--- src/rtl/listing_loader_pkg.sv ---
// Shared definitions for the listing loader: load modes, FSM states and the
// conventional program base address. The optional read-back verify states are
// only reached when LISTING_LOADER_VERIFY_EN is defined.
package ie_defs;

  typedef enum logic {
    LD_SPARSE = 1'b0,
    LD_CONTIG = 1'b1
  } loader_mode_t;

  typedef enum logic [3:0] {
    ST_IDLE,
    ST_RD_A,
    ST_LAT_A,
    ST_RD_D,
    ST_LAT_D,
    ST_WRITE,
    ST_VRD,
    ST_VCMP,
    ST_FIN
  } loader_state_t;

  localparam logic [15:0] PROG_BASE = 16'h0200;

endpackage

--- src/rtl/listing_loader_if.sv ---
// Listing ROM read port and CPU memory write port seen by the loader.
// LISTING_LOADER_VERIFY_EN adds the memory read-back pair mem_re/mem_rdata.
interface listing_loader_if #(
  parameter int unsigned ADDR_W = 16,
  parameter int unsigned DATA_W = 8,
  parameter int unsigned SRC_AW = 8,
  parameter int unsigned CH_W   = 1
);
  logic [CH_W-1:0]   src_ch;
  logic [SRC_AW-1:0] src_idx;
  logic              src_rd;
  logic [ADDR_W-1:0] src_data;
  logic [ADDR_W-1:0] mem_addr;
  logic [DATA_W-1:0] mem_wdata;
  logic              mem_we;
  logic              mem_ready;
`ifdef LISTING_LOADER_VERIFY_EN
  logic              mem_re;
  logic [DATA_W-1:0] mem_rdata;

  modport master (
    output src_ch, src_idx, src_rd, mem_addr, mem_wdata, mem_we, mem_re,
    input  src_data, mem_ready, mem_rdata
  );
  modport slave (
    input  src_ch, src_idx, src_rd, mem_addr, mem_wdata, mem_we, mem_re,
    output src_data, mem_ready, mem_rdata
  );
`else
  modport master (
    output src_ch, src_idx, src_rd, mem_addr, mem_wdata, mem_we,
    input  src_data, mem_ready
  );
  modport slave (
    input  src_ch, src_idx, src_rd, mem_addr, mem_wdata, mem_we,
    output src_data, mem_ready
  );
`endif
endinterface

--- src/rtl/listing_loader.sv ---
// Boot-time listing loader: copies a sparse {addr,data} or contiguous listing
// from the listing ROM into CPU memory while holding the CPU, then releases it.
// Define LISTING_LOADER_VERIFY_EN to read back and compare every written byte.
module listing_loader
  import ie_defs::*;
#(
  parameter  int unsigned ADDR_W = 16,
  parameter  int unsigned DATA_W = 8,
  parameter  int unsigned SRC_AW = 8,
  parameter  int unsigned NUM_CH = 2,
  localparam int unsigned CH_W   = (NUM_CH > 1) ? $clog2(NUM_CH) : 1
) (
  input  logic              clk,
  input  logic              rst,
  input  logic              start,
  input  logic [CH_W-1:0]   ch_sel,
  input  logic              mode,
  input  logic [SRC_AW:0]   len,
  input  logic [ADDR_W-1:0] base_addr,
  listing_loader_if.master  bus,
  output logic              cpu_hold,
  output logic              busy,
  output logic              done,
`ifdef LISTING_LOADER_VERIFY_EN
  output logic [ADDR_W-1:0] err_addr,
`endif
  output logic              err
);

  localparam logic [SRC_AW:0] LIM_CONTIG = {1'b1, {SRC_AW{1'b0}}};
  localparam logic [SRC_AW:0] LIM_SPARSE = LIM_CONTIG >> 1;
  localparam logic [SRC_AW:0] CNT_ONE    = {{SRC_AW{1'b0}}, 1'b1};

  loader_state_t     r_state, w_next, w_entry_st;
  loader_mode_t      r_mode;
  logic [CH_W-1:0]   r_ch;
  logic [SRC_AW:0]   r_len, r_cnt;
  logic [ADDR_W-1:0] r_base, r_addr;
  logic [DATA_W-1:0] r_data;
  logic              r_cpu_hold, r_done, r_err;
  logic              w_start_ok, w_len_bad, w_accept, w_entry_done, w_last;
`ifdef LISTING_LOADER_VERIFY_EN
  logic [ADDR_W-1:0] r_err_addr;
`endif

  assign w_start_ok = (r_state == ST_IDLE) && start;
  assign w_len_bad  = (loader_mode_t'(mode) == LD_CONTIG) ? (len > LIM_CONTIG)
                                                          : (len > LIM_SPARSE);
  assign w_accept   = (r_state == ST_WRITE) && bus.mem_ready;
  assign w_last     = (r_cnt + CNT_ONE) == r_len;
  assign w_entry_st = (r_mode == LD_CONTIG) ? ST_RD_D : ST_RD_A;
`ifdef LISTING_LOADER_VERIFY_EN
  assign w_entry_done = (r_state == ST_VCMP);
`else
  assign w_entry_done = w_accept;
`endif

  // State register; reset aborts any load in progress.
  always_ff @(posedge clk or negedge rst) begin
    if (!rst) r_state <= ST_IDLE;
    else      r_state <= w_next;
  end

  // Next-state: one pass per entry, FIN always lasts exactly one cycle.
  always_comb begin
    w_next = r_state;
    unique case (r_state)
      ST_IDLE: begin
        if (start) begin
          if (len == '0 || w_len_bad)                  w_next = ST_FIN;
          else if (loader_mode_t'(mode) == LD_CONTIG)  w_next = ST_RD_D;
          else                                         w_next = ST_RD_A;
        end
      end
      ST_RD_A:  w_next = ST_LAT_A;
      ST_LAT_A: w_next = ST_RD_D;
      ST_RD_D:  w_next = ST_LAT_D;
      ST_LAT_D: w_next = ST_WRITE;
      ST_WRITE: begin
        if (bus.mem_ready) begin
`ifdef LISTING_LOADER_VERIFY_EN
          w_next = ST_VRD;
`else
          w_next = w_last ? ST_FIN : w_entry_st;
`endif
        end
      end
      ST_VRD:   w_next = ST_VCMP;
      ST_VCMP:  w_next = w_last ? ST_FIN : w_entry_st;
      ST_FIN:   w_next = ST_IDLE;
      default:  w_next = ST_IDLE;
    endcase
  end

  // Outputs decoded from state; addr/data come straight from holding registers
  // so they cannot move while a write is stalled.
  always_comb begin
    busy          = (r_state != ST_IDLE) && (r_state != ST_FIN);
    bus.src_rd    = (r_state == ST_RD_A) || (r_state == ST_RD_D);
    bus.src_idx   = '0;
    if (bus.src_rd) begin
      bus.src_idx = (r_mode == LD_CONTIG) ? r_cnt[SRC_AW-1:0]
                                          : {r_cnt[SRC_AW-2:0], r_state == ST_RD_D};
    end
    bus.src_ch    = r_ch;
    bus.mem_addr  = r_addr;
    bus.mem_wdata = r_data;
    bus.mem_we    = (r_state == ST_WRITE);
`ifdef LISTING_LOADER_VERIFY_EN
    bus.mem_re    = (r_state == ST_VRD);
    err_addr      = r_err_addr;
`endif
    cpu_hold      = r_cpu_hold;
    done          = r_done;
    err           = r_err;
  end

  // Load parameters, entry counter, captured ROM words and sticky flags.
  // err is cleared together with done by an accepted start so each load
  // reports only its own errors.
  always_ff @(posedge clk or negedge rst) begin
    if (!rst) begin
      r_mode     <= LD_SPARSE;
      r_ch       <= '0;
      r_len      <= '0;
      r_base     <= ADDR_W'(PROG_BASE);
      r_cnt      <= '0;
      r_addr     <= '0;
      r_data     <= '0;
      r_cpu_hold <= 1'b1;
      r_done     <= 1'b0;
      r_err      <= 1'b0;
`ifdef LISTING_LOADER_VERIFY_EN
      r_err_addr <= '0;
`endif
    end else begin
      if (w_start_ok) begin
        r_mode     <= loader_mode_t'(mode);
        r_ch       <= ch_sel;
        r_len      <= len;
        r_base     <= base_addr;
        r_cnt      <= '0;
        r_cpu_hold <= 1'b1;
        r_done     <= 1'b0;
        r_err      <= w_len_bad;
      end
      if (r_state == ST_LAT_A) r_addr <= bus.src_data;
      if (r_state == ST_LAT_D) begin
        r_data <= bus.src_data[DATA_W-1:0];
        if (r_mode == LD_CONTIG) r_addr <= r_base + ADDR_W'(r_cnt);
      end
      if (w_entry_done) r_cnt <= r_cnt + CNT_ONE;
`ifdef LISTING_LOADER_VERIFY_EN
      if (r_state == ST_VCMP && bus.mem_rdata != r_data) begin
        r_err      <= 1'b1;
        r_err_addr <= r_addr;
      end
`endif
      if (w_next == ST_FIN && r_state != ST_FIN) begin
        r_done     <= 1'b1;
        r_cpu_hold <= 1'b0;
      end
    end
  end

endmodule

--- src/flat_wrapper.sv ---
// flat-port wrapper written by rule: the top's interface ports become plain ports
module listing_loader_flat import ie_defs::*;
#(
  parameter  int unsigned ADDR_W = 16,
  parameter  int unsigned DATA_W = 8,
  parameter  int unsigned SRC_AW = 8,
  parameter  int unsigned NUM_CH = 2,
  localparam int unsigned CH_W   = (NUM_CH > 1) ? $clog2(NUM_CH) : 1
)
  (clk, rst, start, ch_sel, mode, len, base_addr, cpu_hold, busy, done, err, bus_src_ch, bus_src_idx, bus_src_rd, bus_mem_addr, bus_mem_wdata, bus_mem_we, bus_src_data, bus_mem_ready);
  listing_loader_if #(.ADDR_W(ADDR_W), .DATA_W(DATA_W), .SRC_AW(SRC_AW), .CH_W(1)) bus_i ();
  input  logic clk;
  input  logic rst;
  input  logic start;
  input  logic [CH_W-1:0] ch_sel;
  input  logic mode;
  input  logic [SRC_AW:0] len;
  input  logic [ADDR_W-1:0] base_addr;
  output logic cpu_hold;
  output logic busy;
  output logic done;
  output logic err;
  output wire logic [$bits(bus_i.src_ch)-1:0] bus_src_ch;
  output wire logic [$bits(bus_i.src_idx)-1:0] bus_src_idx;
  output wire logic [$bits(bus_i.src_rd)-1:0] bus_src_rd;
  output wire logic [$bits(bus_i.mem_addr)-1:0] bus_mem_addr;
  output wire logic [$bits(bus_i.mem_wdata)-1:0] bus_mem_wdata;
  output wire logic [$bits(bus_i.mem_we)-1:0] bus_mem_we;
  input wire logic [$bits(bus_i.src_data)-1:0] bus_src_data;
  input wire logic [$bits(bus_i.mem_ready)-1:0] bus_mem_ready;
  assign bus_src_ch = bus_i.src_ch;
  assign bus_src_idx = bus_i.src_idx;
  assign bus_src_rd = bus_i.src_rd;
  assign bus_mem_addr = bus_i.mem_addr;
  assign bus_mem_wdata = bus_i.mem_wdata;
  assign bus_mem_we = bus_i.mem_we;
  assign bus_i.src_data = bus_src_data;
  assign bus_i.mem_ready = bus_mem_ready;
  listing_loader #(.ADDR_W(ADDR_W), .DATA_W(DATA_W), .SRC_AW(SRC_AW), .NUM_CH(NUM_CH)) u_core (.clk(clk), .rst(rst), .start(start), .ch_sel(ch_sel), .mode(mode), .len(len), .base_addr(base_addr), .bus(bus_i), .cpu_hold(cpu_hold), .busy(busy), .done(done), .err(err));
endmodule
--- config.mk ---
export PLATFORM = sky130hd
export DESIGN_NAME = listing_loader_flat
export DESIGN_NICKNAME = d
export VERILOG_FILES = /design/src/rtl/listing_loader_pkg.sv /design/src/rtl/listing_loader_if.sv /design/src/rtl/listing_loader.sv /design/src/flat_wrapper.sv
export SDC_FILE = /design/constraint.sdc
export NUM_CORES = 1
export LEC_CHECK = 0
export ABC_AREA = 1
export ABC_CLOCK_PERIOD_IN_PS = 3400
export CAP_MARGIN = 20
export CORE_MARGIN = 2
export CORE_UTILIZATION = 60
export DETAILED_ROUTE_END_ITERATION = 12
export DONT_BUFFER_PORTS = 1
export HOLD_SLACK_MARGIN = 0.12
export PLACE_DENSITY = 0.73
export RECOVER_POWER = 25
export SKIP_CTS_REPAIR_TIMING = 1
export SLEW_MARGIN = 40
export SYNTH_ARGS = -nofsm -noshare
export SYNTH_HDL_FRONTEND = slang
export SYNTH_SLANG_ARGS = --single-unit
--- constraint.sdc ---
create_clock -name clk -period 3.4 [get_ports clk]
set_input_delay 0.17 -clock clk [delete_from_list [all_inputs] [get_ports clk]]
set_output_delay 0.17 -clock clk [all_outputs]
set_load 0.05 [all_outputs]
# --- Word-level counts from Yosys, hierarchy flattened ---
# Index checks and enable logic that the tools add are counted.
# Widths: inputs -> output; s select.
totals:
  elab_cells: 55
  latch_bits: 0
  ramBits: 0
  mem_bits_ro: 0
  ff_bits: 67
  in_bits: 47
  memories: 0
  output_inout_bits: 39
classes:
  reduce_logical: 11
  n_eq_ne: 10
  order_cmp: 2
  n_shift: 0
  add_sub_neg: 2
  muxes: 19
  mul: 0
  bitwise: 0
  div: 0
ops:
  columns: ["op", "n"]
  rows:
  - ["$mux 16", 3]
  - ["$pmux 4 s8", 1]
  - ["$mux 9", 2]
  - ["$add 16x9->16", 1]
  - ["$eq 4x3->1 const B", 4]
  - ["$mux 4", 4]
  - ["$mux 8", 2]
  - ["$add 9x1->9 const B", 1]
  - ["$eq 9x9->1", 1]
  - ["$gt 9x8->1 const B", 1]
  - ["$gt 9x9->1 const B", 1]
  - ["$logic_not 9->1", 1]
  - ["$eq 4x2->1 const B", 2]
  - ["$mux 1", 5]
  - ["$eq 4x1->1 const B", 1]
  - ["$eq 4x4->1 const B", 1]
  - ["$logic_and 1x1->1", 4]
  - ["$logic_not 4->1", 1]
  - ["$mux 2", 2]
  - ["$ne 4x4->1 const B", 1]
  - ["$reduce_bool 2->1", 2]
  - ["$reduce_bool 4->1", 1]
  - ["$logic_or 1x1->1", 2]

# --- Longest topological paths before layout ---
depth:
  word_depth: 9
  mapped_depth: 15
  depth_no_buf: 15

# --- Least setup slack after synthesis ---
# No wires, ideal clock.
synth_path:
  path_type: "reg-to-output"
  start: "reg u_core.r_state[3]"
  end: "out bus_src_idx[0]"
  stages_incl_launch_ff: 6
  required_time_ns: 3.230
  n_path_buf: 0
  setup_slack_ns: 0.482
  arrival_time_ns: 2.748
  path_cell_list: "dfrtp_1 > nor2_1 > inv_1 > nor2_1 > inv_1 > a211oi_1"
synth_between:
  elab_chain_len: 3
synth_rtl:
  columns: ["item", "line", "rtl"]
  rows:
  - ["start: declaration", "listing_loader.sv:34", "loader_state_t r_state, w_next, w_entry_st;"]
  - ["start signal: assignment", "listing_loader.sv:61", "else r_state <= w_next;"]
  - ["$eq 4x1->1 or $eq 4x2->1 (tied branches)", "listing_loader.sv:99", "bus.src_rd = (r_state == ST_RD_A) || (r_state == ST_RD_D);"]
  - ["$logic_or 1x1->1 (*)", "listing_loader.sv:99", null]
  - ["named net bus_src_rd", "flat_wrapper.sv:25", "output wire logic [$bits(bus_i.src_rd)-1:0] bus_src_rd;"]
  - ["$mux 8 (*)", "listing_loader.sv:101", "if (bus.src_rd) begin"]
  - ["end: declaration", "flat_wrapper.sv:24", "output wire logic [$bits(bus_i.src_idx)-1:0] bus_src_idx;"]
# Mark *: on every way through the listed nets, which the timed path passes. The rest lies on a longest branch.

# --- Worst setup path in the final report ---
layout_path:
  start: "reg u_core.r_cnt[0]"
  end: "reg u_core.r_addr[12], in the netlist u_core.bus.mem_addr[12]"
layout_between:
  elab_chain_len: 3
layout_rtl:
  columns: ["item", "line", "rtl"]
  rows:
  - ["start: declaration", "listing_loader.sv:37", "logic [SRC_AW:0] r_len, r_cnt;"]
  - ["start signal: assignment", "listing_loader.sv:152", "if (w_entry_done) r_cnt <= r_cnt + CNT_ONE;"]
  - ["$add 16x9->16", "listing_loader.sv:150", "if (r_mode == LD_CONTIG) r_addr <= r_base + ADDR_W'(r_cnt);"]
  - ["$mux 16", "listing_loader.sv:150", null]
  - ["$mux 16", "listing_loader.sv:148", "if (r_state == ST_LAT_D) begin"]
  - ["end signal: assignment", "listing_loader.sv:147", "if (r_state == ST_LAT_A) r_addr <= bus.src_data;"]
  - ["end signal: assignment", "listing_loader.sv:150", null]
  - ["end: declaration", "listing_loader.sv:38", "logic [ADDR_W-1:0] r_base, r_addr;"]
# Every way passes these cells.
# A chain may end at the register's enable or synchronous reset.

==> reports/qor.txt <==
Synth async-reset ratio: 100%
Pre-Repair DR Iteration Count: 5
Synth Area in Adders: 3.74%
Mapped Cells: 497
largest net degree at the start of global routing: 68
GRT Total Usage: 25.5%
Max-slew headroom: -9.07%
Final GP Congestion: 0.910
worst vdd ir: 684 uV
DRT iter0 DRCs: 193
unrepaired setup endpoints after global routing: false
Fillers: 490
CP Launch Point: u_core.r_cnt[0]$_DFFE_PN0P_
Seq cells post-synth: 67
period utilization: 68.5%
via count: 3488
fmax: 430 MHz
H-tree depth: 3
ant diodes: 0
cell row count: 29
drt wl/cell: 14.7 um
number of synthesized flops with an enable pin: 0
Worst-Margin Slew: 1.64 ns
Die W: 84.4 um
Power Dens Cells: 1010 nW/um^2
syn nets: 555
Critical Path AT: 2.58 ns
largest family of logic cells by synthesized area: simple AND/OR/NAND/NOR gates
RR Startpoint: u_core.r_cnt[0]$_DFFE_PN0P_
crit end category: flip-flop
clock buffer depth: 2
kind of start point of the critical path: flip-flop
Fin Clk Skew: 0.0108 ns
I/O pins: 86
Num CTS Buffers: 9
Final Hold Fails: 0
ANT nets after route: 0
share of cells above drive strength 1: 13.6%
setup ws final: 1.07 ns
Starting Density: 61.5%
Hold Crit Class: in2reg
simple-gate area share of the yosys netlist: 26.2%
R2R Setup Slk: 1.07 ns
Synth warnings: 0
Syn Area/Cell: 7.81 um^2
worst skew pair latency: 0.36 ns
Top FF cell, synth: dfrtp_1
post-synthesis mux area share: 3.74%
Final Setup Violations: 0
post-route minimum period: 2.33 ns
post-synthesis xor/xnor area fraction: 1.13%
hold_sp: start
# port buffers: 0
drt total wl: 9330 um
Hold EP: u_core.r_state[1]$_DFF_PN0_
die height: 84.4 um
Placeable Area: 6310 um^2
Reg clk slew, reported paths: 0.07 ns
first-pass GRT wire length: 14500 um
DP Worst Slack: 1.08 ns
max_cap viols: 1
grt total ovfl: 0
reg-to-reg endpoint: u_core.bus.mem_addr[12]$_DFF_PN0_
cell-by-cell trace of the critical path: ha_1, inv_1, fa_1, o21a_1, o21ai_0, nand2_1, nand2_1, nand2_1, nand2_1, nand3_1, nand2_1, inv_1
Vias/cell: 5.48
Nets: 612
commonest non-fill, non-tap cell in the layout: nand2_1
Synth cell types: 40
Die ar.: 7130 um^2
CTS Sinks: 67
leak pwr: 2.30 nW
vias in the first global route: 3076
outcome: complete, but fails checks
post-synthesis compound-gate area fraction: 13.6%
DRC: 0
cell mode on critical path: nand2_1
failing checks: max-capacitance violations, max-slew violations
most frequent cells in the layout: 118 x nand2_1, 65 x dfrtp_1, 64 x inv_1
Final HPWL DP: 6440 um
crit-path max FO: 9
synth-to-layout area growth: 21.5%
Hold Path Cell Cnt: 3
count of pins over their slew limit: 68
Worst Setup Path Type: reg2reg
clock root buffer: clkbuf_8
Worst Reg-to-Reg Cells: 12
synthesized cell area: 3880 um^2
hold slack: 0.0907 ns
Worst path slowest cell: dfrtp_1
CP required: 3.66 ns
initial antenna violation count: 0
setup TNS: 0 ns
CTS tree: built
register area share after synthesis: 43.3%
slowest cell delay on critical path: 0.50 ns
worst max-delay path by stage:
stage	end	slack, ns	depth (start not counted)
final	u_core.bus.mem_addr[12]$_DFF_PN0_	1.07	12
after global routing	u_core.bus.mem_addr[12]$_DFF_PN0_	0.86	12
after CTS	u_core.bus.mem_addr[12]$_DFF_PN0_	1.08	12
after global placement	u_core.bus.mem_addr[12]$_DFF_PN0_	1.15	12
after detailed placement	u_core.bus.mem_addr[12]$_DFF_PN0_	1.08	12
after floorplan	bus_src_idx[0]	0.48	5
cell families after synthesis:
group	after synthesis
multiplexers	13
AND/OR/NAND/NOR	224
adder cells (fa/ha/maj)	11
flip-flops	67
buffers and inverters	84
AO/OA/AOI/OAI	93
XOR/XNOR	5
cell type report:
type | count | area (um^2) | share of cell area, %
Clock buffer | 14 | 163 | 3.45
Clock inverter | 2 | 35.0 | 0.743
Inverter | 71 | 267 | 5.65
Multi-Input combinational cell | 346 | 1920 | 40.7
Sequential cell | 67 | 1680 | 35.6
Tap cell | 77 | 96.3 | 2.04
Timing Repair Buffer | 59 | 556 | 11.8
critical path: cells and delay by family, from the launching register on:
family / cells / cell delay [ns]
flip-flops: 1 / 0.50
AO/OA/AOI/OAI: 2 / 0.50
AND/OR/NAND/NOR: 6 / 0.50
adder cells (fa/ha/maj): 2 / 0.64
buffers and inverters: 2 / 0.09
through the flow:
| step | utilization, % | instance area (um^2) | power, mW | std cells |
|---|---|---|---|---|
| 6_report | 74.7 | 4710 | 4.77 | 636 |
| 5_1_grt | 74.7 | 4710 | 5.09 | 636 |
| 3_5_place_dp | 64.2 | 4050 | 4.02 | 573 |
| 3_3_place_gp | 64.2 | 4050 | 3.96 | 573 |
| 2_1_floorplan | - | 3880 | 3.54 | 497 |
| 4_1_cts | 67.3 | 4250 | 4.71 | 589 |
layer usage:
metal	GRT usage (%)	up-vias	wire (um)
met3	7.28	20	514
met2	41.9	105	4760
met4	7.22	0	181
met1	33.4	1631	3870
met5	0	-	0
li1	-	1732	-
cells in the mapped netlist (all sizes together) (2+ instances only):
cell / number / share of area [%]
nand2: 126 / 13
buf: 7 / 0.87
inv: 70 / 6.8
o21ai: 40 / 5.2
dfrtp: 65 / 42
nand3b: 4 / 0.77
a211oi: 8 / 1.5
xor2: 4 / 0.90
mux2: 12 / 3.5
o22ai: 9 / 1.5
nand4: 7 / 1.1
clkbuf: 6 / 0.58
o21a: 2 / 0.39
dfstp: 2 / 1.4
o21bai: 2 / 0.39
a21oi: 27 / 3.5
nand3: 31 / 4.4
nor3: 4 / 0.64
nor2: 50 / 6.2
ha: 10 / 3.2
sequential cells by signal, indices dropped and copies added, names as in the netlist:
name,count
u_core.bus.mem_addr,16
u_core.r_base,16
u_core.r_cnt,9
u_core.r_len,9
u_core.bus.mem_wdata,8
u_core.r_state,4
u_core.bus.src_ch,1
u_core.cpu_hold,1
u_core.done,1
u_core.err,1
u_core.r_mode,1
report_power, final:
group	total, mW	switching (mW)	internal, mW
clock network	0.675	0.296	0.379
registers	2.12	0.943	1.18
logic	1.97	1.24	0.733
Power figures use the tool's default switching activity.
